### config.mk
export PLATFORM = sky130hd
export DESIGN_NAME = keypad_emulator
export DESIGN_NICKNAME = d
export VERILOG_FILES = /design/src/rtl/keypad_pkg.sv /design/src/rtl/scan_edge_detect.sv /design/src/rtl/keypad_emulator.sv
export SDC_FILE = /design/constraint.sdc
export NUM_CORES = 1
export LEC_CHECK = 0
export CAP_MARGIN = 10
export CORE_ASPECT_RATIO = 1.4
export CORE_UTILIZATION = 54
export DETAILED_ROUTE_END_ITERATION = 8
export GPL_ROUTABILITY_DRIVEN = 0
export PLACE_DENSITY = 0.78
export SLEW_MARGIN = 20
export SYNTH_ARGS = -nofsm -noshare
export SYNTH_HDL_FRONTEND = slang
export SYNTH_HIERARCHICAL = 1
export SYNTH_SLANG_ARGS = --single-unit
### constraint.sdc
create_clock -name clk -period 2.3 [get_ports clk]
set_input_delay 0.46 -clock clk [delete_from_list [all_inputs] [get_ports clk]]
set_output_delay 0.46 -clock clk [all_outputs]
set_load 0.01 [all_outputs]
### src/rtl/keypad_pkg.sv
// ----------------------------------------------------------------------------
// keypad_pkg : shared types, key codes and the key-to-matrix map
// Revision   : 1.0
// ----------------------------------------------------------------------------
`default_nettype none

package keypad_pkg;

   typedef enum logic [1:0] {
      ST_IDLE    = 2'd0,
      ST_SYNC    = 2'd1,
      ST_PRESS   = 2'd2,
      ST_RELEASE = 2'd3
   } state_t;

   localparam logic [3:0] KEY_A    = 4'hA;
   localparam logic [3:0] KEY_C    = 4'hC;
   localparam logic [3:0] KEY_E    = 4'hE;
   localparam logic [3:0] COL_IDLE = 4'b1111;
   localparam logic [3:0] ROW_IDLE = 4'b1111;

   typedef struct packed {
      logic       valid;
      logic [1:0] col;
      logic [1:0] row;
   } key_loc_t;

   function automatic logic [3:0] onehot_low(input logic [1:0] idx);
      return ~(4'b0001 << idx);
   endfunction

   // B, D and F have no key on this pad and come back with valid = 0
   function automatic key_loc_t key_map(input logic [3:0] code);
      key_loc_t loc;
      loc = '{valid: 1'b1, col: 2'd0, row: 2'd0};
      case (code)
         4'h1:    begin loc.col = 2'd0; loc.row = 2'd0; end
         4'h4:    begin loc.col = 2'd0; loc.row = 2'd1; end
         4'h7:    begin loc.col = 2'd0; loc.row = 2'd2; end
         4'h0:    begin loc.col = 2'd0; loc.row = 2'd3; end
         4'h2:    begin loc.col = 2'd1; loc.row = 2'd0; end
         4'h5:    begin loc.col = 2'd1; loc.row = 2'd1; end
         4'h8:    begin loc.col = 2'd1; loc.row = 2'd2; end
         4'h3:    begin loc.col = 2'd2; loc.row = 2'd0; end
         4'h6:    begin loc.col = 2'd2; loc.row = 2'd1; end
         4'h9:    begin loc.col = 2'd2; loc.row = 2'd2; end
         KEY_E:   begin loc.col = 2'd2; loc.row = 2'd3; end
         KEY_A:   begin loc.col = 2'd3; loc.row = 2'd0; end
         KEY_C:   begin loc.col = 2'd3; loc.row = 2'd2; end
         default: loc.valid = 1'b0;
      endcase
      return loc;
   endfunction

endpackage

`default_nettype wire

### src/rtl/scan_edge_detect.sv
// ----------------------------------------------------------------------------
// scan_edge_detect : one-cycle tick when the column drive enters the idle slot
// Revision         : 1.0
// ----------------------------------------------------------------------------
`default_nettype none

module scan_edge_detect
   import keypad_pkg::*;
(
   input  logic       clk,
   input  logic       reset,
   input  logic [3:0] i_column,
   output logic       o_scan_tick
);

   logic [3:0] r_col_prev;

   always_ff @(posedge clk or negedge reset) begin
      if (!reset) begin
         r_col_prev <= COL_IDLE;
      end else begin
         r_col_prev <= i_column;
      end
   end

   assign o_scan_tick = (i_column == COL_IDLE) && (r_col_prev != COL_IDLE);

endmodule

`default_nettype wire

### src/rtl/keypad_emulator.sv
// ----------------------------------------------------------------------------
// keypad_emulator : answers a row/column scanner as if a requested key is held
// Revision        : 1.0
// ----------------------------------------------------------------------------
`default_nettype none

module keypad_emulator
   import keypad_pkg::*;
#(
   parameter int HOLD_SCANS    = 2,
   parameter int RELEASE_SCANS = 2
)(
   input  logic       clk,
   input  logic       reset,
   input  logic [3:0] column,
   output logic [3:0] row,
   input  logic [3:0] key_code,
   input  logic       key_valid,
   output logic       key_ready,
   output logic       busy,
   output logic       done,
   output logic       bad_key
);

   localparam logic [7:0] c_HOLD_SCANS    = 8'(HOLD_SCANS);
   localparam logic [7:0] c_RELEASE_SCANS = 8'(RELEASE_SCANS);

   state_t     r_state;
   logic [7:0] r_cnt;
   logic       r_pressed;
   logic [1:0] r_col_idx;
   logic [1:0] r_row_idx;
   logic       r_busy;
   logic       r_done;
   logic       r_bad;

   logic       w_scan_tick;
   logic       w_accept;
   logic [7:0] w_cnt_next;
   key_loc_t   w_loc;

   scan_edge_detect u_scan_edge_detect (
      .clk         (clk),
      .reset       (reset),
      .i_column    (column),
      .o_scan_tick (w_scan_tick)
   );

   assign w_loc      = key_map(key_code);
   assign w_accept   = key_valid && !r_busy;
   assign w_cnt_next = r_cnt + 8'd1;

   // Same-cycle response: the scanner samples rows while it drives the column
   always_comb begin
      row = ROW_IDLE;
      if (r_pressed && (column == onehot_low(r_col_idx))) begin
         row = onehot_low(r_row_idx);
      end
   end

   always_ff @(posedge clk or negedge reset) begin
      if (!reset) begin
         r_state   <= ST_IDLE;
         r_cnt     <= 8'd0;
         r_pressed <= 1'b0;
         r_col_idx <= 2'd0;
         r_row_idx <= 2'd0;
         r_busy    <= 1'b0;
         r_done    <= 1'b0;
         r_bad     <= 1'b0;
      end else begin
         r_done <= 1'b0;
         r_bad  <= 1'b0;
         case (r_state)
            ST_IDLE: begin
               if (w_accept) begin
                  if (w_loc.valid) begin
                     r_col_idx <= w_loc.col;
                     r_row_idx <= w_loc.row;
                     r_busy    <= 1'b1;
                     r_state   <= ST_SYNC;
                  end else begin
                     r_bad <= 1'b1;
                  end
               end
            end
            ST_SYNC: begin
               if (w_scan_tick) begin
                  r_pressed <= 1'b1;
                  r_cnt     <= 8'd0;
                  r_state   <= ST_PRESS;
               end
            end
            ST_PRESS: begin
               if (w_scan_tick) begin
                  if (w_cnt_next == c_HOLD_SCANS) begin
                     r_pressed <= 1'b0;
                     r_cnt     <= 8'd0;
                     r_state   <= ST_RELEASE;
                  end else begin
                     r_cnt <= w_cnt_next;
                  end
               end
            end
            ST_RELEASE: begin
               // done is seen while still busy; ready returns on the following cycle
               if (r_done) begin
                  r_busy  <= 1'b0;
                  r_cnt   <= 8'd0;
                  r_state <= ST_IDLE;
               end else if (w_scan_tick) begin
                  if (w_cnt_next == c_RELEASE_SCANS) begin
                     r_done <= 1'b1;
                  end else begin
                     r_cnt <= w_cnt_next;
                  end
               end
            end
            default: begin
               r_state <= ST_IDLE;
            end
         endcase
      end
   end

   assign key_ready = ~r_busy;
   assign busy      = r_busy;
   assign done      = r_done;
   assign bad_key   = r_bad;

endmodule

`default_nettype wire

==> summary.md, run 1 <==
| Metric | Value |
|---|---|
| Max Slew Vio Count | 0 |
| Starting Density | 0.587 |
| Finished Layout Cells | 220 |
| Clk slew on worst S/H paths | 0.12 ns |
| Post-synth ARST share | 1.00 |
| Syn_nets | 176 |
| Hold/Removal Path Class | in2reg |
| First-pass GRT wire length | 5.69 mm |
| Cells on worst reg2reg path | 7 |
| Routed len/inst | 15.0 um |
| Crit path max fanout | 7 |
| Sequential fraction of the synthesis area | 0.383 |
| Synth Instances | 159 |
| Critical Path Max Stage Delay | 0.47 ns |
| Outcome | finished clean |
| FF+latch count, synth | 22 |
| Fillers | 213 |
| Post-DP HPWL | 2.51 mm |
| CTS buffer count | 3 |
| Vias in the first global route | 1352 |
| Largest net degree at the start of global routing | 23 |
| Hold_ws | 0.319 ns |
| Relative slew slack | 0.771 |
| Pleak | 0.755 nW |
| Arrival time at the worst endpoint | 1.70 ns |
| Min Clock Period, post-route | 2.16 ns |
| TritonCTS clock tree | yes |
| Grt met3 use | 0.0344 |
| Clock Latency Late Sink | 0.31 ns |
| Post-DR vias/cell | 6.31 |
| Synth Warn # | 6 |
| Commonest cells in the netlist | dfrtp_1, a21oi_1, inv_1, nand2_1 |
| Setup Crit Path Kind | reg2out |
| Sink Count | 22 |
| Fmax | 463 MHz |
| Row cnt | 21 |
| Post-Route WL | 3.30 mm |
| IO buf count | 18 |
| Netlist Area Pre-Place | 1450 um^2 |
| Power per cell area | 945 nW/um^2 |
| Fin util | 0.718 |
| CTS root buf | clkbuf_4 |
| Post-route ant nets | 0 |
| Worst-path cell chain | nor3b_2 > o21ai_0 > nor3_1 > buf_4 > nand3_1 > clkdlybuf4s15_1 |
| Initial antenna violation count | 0 |
| Post-synth EDFFs | 0 |
| Measured slew at the worst slew-check pin | 0.339 ns |
| Post-Syn Area per Cell | 9.11 um^2 |
| Die area | 2900 um^2 |
| Area contributors post-synth | dfrtp_1, dfstp_2, ha_1 |
| Cell with the most instances after synthesis | dfrtp_1 |
| Max-Cap Viols | 0 |
| Fin crit share | 0.938 |
| Total Nets Final | 204 |
| Fin area | 1770 um^2 |
| Clock Skews | 0.00702 ns |
| Slowest cell on the critical path | dfrtp_2 |
| Grt ovf | 0 |
| Crit path launch type | flip-flop |
| Layout Area Growth over Synthesis | 22.4% |
| DR pass1 iterations | 4 |
| ANT cells | 0 |
| Placed insts | 216 |
| Largest area contributor in the netlist | dfrtp_1 |
| DRT iter0 DRCs | 52 |
| Area after DPL | 1720 um^2 |
| Hold Buf Count CTS | 0 |
| Met2 usage | 0.491 |
| H-tree depth | 1 |
| RSZ-0062 raised after global routing | false |
| Layout cell share with drive strength beyond 1 | 0.172 |
| GRT Total Usage | 0.261 |
| Fin. Hold Viols | 0 |
| Netlist cell types | 52 |
| GRT Max-Usage Layer | met2 |
| GRT met1 Usage | 0.279 |
| Main synth FF type | dfrtp_1 |
| Post-route DRC | 0 |
| Hold Path Cell Cnt | 1 |
| WP data required | 1.84 ns |
| I/O Pins | 19 |
| Vias | 1388 |
| CTS max path bufs | 2 |
| Die width | 45.8 um |
| Critical Path End Type | output port |
| Post-CTS Setup Repair Bufs | 0 |
| Top cell type's share of synthesized area | 0.311 |
| Die Y | 63.3 um |
| Core area | 2470 um^2 |
| Peak VDD IR | 610 uV |
| Final setup fails | 0 |
-- where the power goes --
group / total, W / switching, W / internal [W]
clock network: 0.000297 / 0.000121 / 0.000176
registers: 0.000578 / 0.000118 / 0.000460
logic: 0.000801 / 0.000422 / 0.000378
total: 0.00168 / 0.000661 / 0.00101
-- timing repair --
item                                    4_1_cts  5_1_grt
gates resized for setup                       8       11
endpoints found under the setup margin        4        7
pin swaps                                     0        1
-- routing by layer --
metal | share of wire | wire length, um
met5 | 0 | 0
met4 | 0.017 | 55
met3 | 0.034 | 112
met2 | 0.57 | 1900
met1 | 0.37 | 1240
-- layout by cell type (no fill, tap or decap), types with 4 or more instances in the layout --
master	synthesis	final
nand3_1	8	8
inv_1	9	9
a21oi_1	11	11
nand2b_1	4	4
ha_1	6	6
o21ai_0	6	5
nor2_1	8	8
o22ai_1	6	6
a31oi_1	5	5
dfrtp_1	18	17
nand2_1	9	9
clkdlybuf4s50_1	0	10
dfstp_2	4	4
nor3_1	4	4
buf_4	0	14
-- cell type report --
type,instances,area (um^2),area share
multi-input cells,119,818,0.462
clock buffers,3,22.5,0.0127
repair buffers,32,269,0.152
well taps,34,42.5,0.0240
inverters,9,33.8,0.0191
flip-flops and latches,22,557,0.314
clock inverters,1,30.0,0.0169
-- worst paths after layout --
path	start	to	slack [ns]
worst max-delay path	r_col_idx[1]$_DFFE_PN0P_	row[1]	0.14
worst min-delay path	column[0]	u_scan_edge_detect/r_col_prev[0]$_DFF_PN1_	0.32
worst max register to register	r_cnt[0]$_DFFE_PN0P_	r_state[0]$_DFFE_PN0P_	0.15
worst min register to register	r_pressed$_DFFE_PN0P_	r_pressed$_DFFE_PN0P_	0.55
max in group asynchronous	reset	u_scan_edge_detect/r_col_prev[0]$_DFF_PN1_	1.53
min in group asynchronous	reset	r_cnt[7]$_DFFE_PN0P_	0.48
-- worst max-delay path, delay by kind of cell (launching register included) --
kind	cells	cell delay, ns
buffers and inverters	2	0.39
DFF	1	0.47
and+or+nand+nor	3	0.43
AOI/OAI and AO/OA	1	0.10
-- per-stage QoR --
step           setup slack (ns)  total power, W  TNS [ns]
4_1_cts                  0.0198         0.00167         0
6_report                  0.142         0.00168         0
3_3_place_gp             -0.267         0.00133     -1.73
5_1_grt                 0.00456         0.00180         0
3_5_place_dp             -0.305         0.00137     -2.42
2_1_floorplan             0.238         0.00111         0
-- cell families (layout without fill, tap and decap cells) --
logic type,Yosys count,in the layout,synth area share
xor+xnor,2,2,0.0121
mux,2,2,0.0147
buf+inv,18,45,0.0596
compound gates,53,53,0.253
simple gates,56,56,0.225
flops,22,22,0.383
fa+ha+maj,6,6,0.0518
-- flip-flops by register name, indices dropped and copies added, names as in the netlist --
register and flops:
r_pressed 1, u_scan_edge_detect/r_col_prev 4, bad_key 1, r_cnt 8
done 1, r_row_idx 2, r_col_idx 2, busy 1
r_state 2
No activity file was read; power rests on OpenSTA's default activity.
==> run 2, diff against run 1 <==
--- a/config.mk
+++ b/config.mk
@@ -5,7 +5,6 @@
 export SDC_FILE = /design/constraint.sdc
 export NUM_CORES = 1
 export LEC_CHECK = 0
-export CAP_MARGIN = 10
 export CORE_ASPECT_RATIO = 1.4
 export CORE_UTILIZATION = 54
 export DETAILED_ROUTE_END_ITERATION = 8
==> results of run 2 <==
The final DEF is identical to that of run 1; final timing and power are the same.
==> run 3, diff against run 2 <==
--- a/config.mk
+++ b/config.mk
@@ -6,12 +6,10 @@
 export NUM_CORES = 1
 export LEC_CHECK = 0
 export CORE_ASPECT_RATIO = 1.4
-export CORE_UTILIZATION = 54
+export CORE_UTILIZATION = 35
 export DETAILED_ROUTE_END_ITERATION = 8
 export GPL_ROUTABILITY_DRIVEN = 0
-export PLACE_DENSITY = 0.78
 export SLEW_MARGIN = 20
 export SYNTH_ARGS = -nofsm -noshare
 export SYNTH_HDL_FRONTEND = slang
-export SYNTH_HIERARCHICAL = 1
 export SYNTH_SLANG_ARGS = --single-unit
==> run 3 against run 2 <==
Compared with the run above:
- sequential cell count unchanged
- total power decreased by 26%
- die area is 51% higher
- critical path depth stayed put
- worst hold slack better by 0.18 ns
- largest power group unchanged
- highest routed layer unchanged
==> summary.md, run 3 <==
| Metric | Value |
|---|---|
| Outcome | finished clean |
| Die area | 4370 um^2 (+51%) |
| Largest net degree at the start of global routing | 23 (unchanged) |
| Commonest non-fill, non-tap cell in the layout | buf_4 |
| Cells on worst reg2reg path | 7 (unchanged) |
| Top flop regs | r_cnt x8, u_scan_edge_detect.r_col_prev x4 |
| Syn_nets | 172 (-2.3%) |
| Post-route ant nets | 0 (unchanged) |
| Core area | 3920 um^2 (+59%) |
| Complex-gate fraction of the synthesized area | 0.251 (-0.00215) |
| Sink Count | 22 (unchanged) |
| Cell with the most instances after synthesis | dfrtp_1 |
| IO buf count | 18 (unchanged) |
| Net Sw Power | 0.000459 W (-31%) |
| Commonest cells after routing, fill and taps aside | buf_4, dfrtp_1, o21ai_0, clkdlybuf4s50_1 |
| Grt ovf | 0 (unchanged) |
| Hold Buf Count CTS | 0 (unchanged) |
| I/O Pins | 19 (unchanged) |
| Total Nets Final | 209 (+2.5%) |
| Synth Warn # | 0 (-6) |
| Top cell type's share of synthesized area | 0.314 (+0.00271) |
| Post-DP HPWL | 2.63 mm (+5.1%) |
| Netlist cell types | 49 (-5.8%) |
| Arrival time at the worst endpoint | 1.77 ns (+0.07 ns) |
| CTS root buf | clkbuf_8 |
| Crit path launch type | flip-flop |
| Row cnt | 27 (+29%) |
| Peak VDD IR | 571 uV (-6.4%) |
| RSZ-0062 raised after global routing | true |
| First-pass GRT wire length | 5.89 mm (+3.5%) |
| Commonest cells in the netlist | dfrtp_1, o21ai_0, inv_1 |
| FF+latch count, synth | 22 (unchanged) |
| DR pass1 iterations | 4 (unchanged) |
| WP data required | 1.84 ns (about the same) |
| Post-synthesis adder-cell area fraction | 0.0523 (+0.000451) |
| Die Y | 77.8 um (+23%) |
| Initial antenna violation count | 0 (unchanged) |
| Largest family of logic cells by synthesized area | compound AO/OA/AOI/OAI gates |
| Layout Area Growth over Synthesis | 30.1% |
| Sequential Power Share | 0.381 (+0.036) |
| R2r setup slk | 0.16 ns (about the same) |
| Area contributors post-synth | dfrtp_1, dfstp_2, ha_1 |
| Synth Instances | 155 (-2.5%) |
| Vias in the first global route | 1389 (+2.7%) |
| Clock Skews | 0.0148 ns (+0.00774 ns) |
| Critical Path End Type | output port |
| Reg with most FFs | r_cnt |
| Post-route DRC | 0 (unchanged) |
| Power, Total | 0.00124 W (-26%) |
| Measured slew at the worst slew-check pin | 0.352 ns (+0.0130 ns) |
| Post-synth ARST share | 1.00 (unchanged) |
| Layout cell share with drive strength beyond 1 | 0.251 (+0.0793) |
| Fin crit share | 0.969 (+0.0313) |
| Post-Syn Area per Cell | 9.27 um^2 (+1.7%) |
| DRT iter0 DRCs | 47 (-9.6%) |
| Fin. Hold Viols | 0 (unchanged) |
| Post-Route WL | 3.53 mm (+7.1%) |
| Final setup fails | 0 (unchanged) |
| Mux cell area share after synthesis | 0.0226 (+0.00797) |
| Switching share of power | 0.371 (-0.0238) |
| Clock Latency Late Sink | 0.26 ns (-0.05 ns) |
| GRT Total Usage | 0.165 (-0.0960) |
| Post-synthesis xor/xnor area fraction | 0.0122 (+0.000105) |
| Relative slew slack | 0.765 (-0.00615) |
| Hold_ws | 0.501 ns (+0.182 ns) |
| Fmax | 448 MHz (-3.2%) |
| Sequential fraction of the synthesis area | 0.387 (+0.00334) |
| Vias | 1334 (-3.9%) |
| Logic pwr share | 0.418 (-0.060) |
| Pleak | 0.809 nW (+7.1%) |
| Clock share of power | 0.200 (+0.023) |
| Hold/Removal Path Class | in2reg |
| Max-Cap Viols | 0 (unchanged) |
| Hold Path Cell Cnt | 1 (unchanged) |
| H-tree depth | 1 (unchanged) |
| Max Slew Vio Count | 0 (unchanged) |
| Starting Density | 0.367 (-0.220) |
| ANT cells | 0 (unchanged) |
| CTS max path bufs | 2 (unchanged) |
| Clk slew on worst S/H paths | 0.07 ns (-0.05 ns) |
| Synth Area in Simple Gates | 0.219 (-0.00675) |
| Setup Crit Path Kind | reg2out |
| Routed len/inst | 15.1 um (+0.69%) |
| Die width | 56.1 um (+23%) |
| Crit path max fanout | 5 (-2) |
| Main synth FF type | dfrtp_1 |
| Max reg flops | 8 (unchanged) |
| TritonCTS clock tree | yes |
| Largest area contributor in the netlist | dfrtp_1 |
| Netlist Area Pre-Place | 1440 um^2 (-0.86%) |
| Post-synth EDFFs | 0 (unchanged) |
| Min Clock Period, post-route | 2.23 ns (+0.0721 ns) |
| Power per cell area | 662 nW/um^2 (-30%) |
| CTS buffer count | 3 (unchanged) |
| Post-DR vias/cell | 5.70 (-9.6%) |
| P_int | 0.000779 W (-23%) |
-- run 3: timing repair --
| item | in CTS | in global routing |
|---|---|---|
| endpoints found under the setup margin | 5 | 9 |
| gates resized for setup | 21 | 13 |
| pin swaps | 2 | 2 |
| cloned | 0 | 0 |
| setup buffers | 0 | 1 |
-- run 3: power groups by stage --
stage               logic, W  registers, W  clock network, W
finish              0.000518      0.000472          0.000248
floorplan           0.000326      0.000469                 0
global placement    0.000484      0.000471                 0
detailed placement  0.000512      0.000475                 0
CTS                 0.000505      0.000468          0.000254
global route        0.000572      0.000479          0.000270
-- run 3: routing by layer --
metal / vias up / routed length (um) / track usage
li1: 647 / - / -
met5: - / 0 / 0
met2: 32 / 1990 / 0.314
met1: 651 / 1400 / 0.182
met3: 4 / 103 / 0.0217
met4: 0 / 38 / 0.0610
-- run 3: per-stage QoR --
stage               instances  utilization  TNS, ns  setup slack (ns)  area [um^2]
floorplan                 155            -        0             0.103         1440
global placement          229        0.454    -2.39            -0.417         1780
detailed placement        229        0.454    -3.13            -0.461         1780
CTS                       233        0.461        0            0.0649         1810
global route              234        0.477   -0.164           -0.0603         1870
finish                    234        0.477        0            0.0703         1870
-- run 3: layout make-up --
cell class / count / area [um^2]
inverters: 9 / 36.3
well taps: 43 / 53.8
flip-flops and latches: 22 / 556
fillers: 372 / 2050
clock buffers: 4 / 45.0
multi-input cells: 116 / 846
repair buffers: 40 / 333
-- run 3: logic make-up (layout without fill, tap and decap cells) --
kind of cell | Yosys count | count (layout)
buf+inv | 17 | 53
fa+ha+maj | 6 | 6
flops | 22 | 22
mux | 3 | 3
simple gates | 55 | 55
xor+xnor | 2 | 2
compound gates | 50 | 50
-- run 3: worst max-delay path, stage by stage (launching register included) --
cell and delay (ns):
dfrtp_1 0.43, and3b_1 0.23, a31oi_1 0.05, o22ai_1 0.20, o2111ai_2 0.14, or3_1 0.32, buf_2 0.15
-- run 3: worst paths after layout --
kind                                     startpoint                                          to
setup reg to reg               r_cnt[0]$_DFFE_PN0P_                      r_state[1]$_DFFE_PN0P_
hold reg to reg               r_pressed$_DFFE_PN0P_                       r_pressed$_DFFE_PN0P_
min in group asynchronous                     reset                        r_cnt[0]$_DFFE_PN0P_
hold / removal                            column[0]  u_scan_edge_detect.r_col_prev[0]$_DFF_PN1_
max in group asynchronous                     reset  u_scan_edge_detect.r_col_prev[2]$_DFF_PN1_
setup / recovery           r_col_idx[1]$_DFFE_PN0P_                                      row[2]
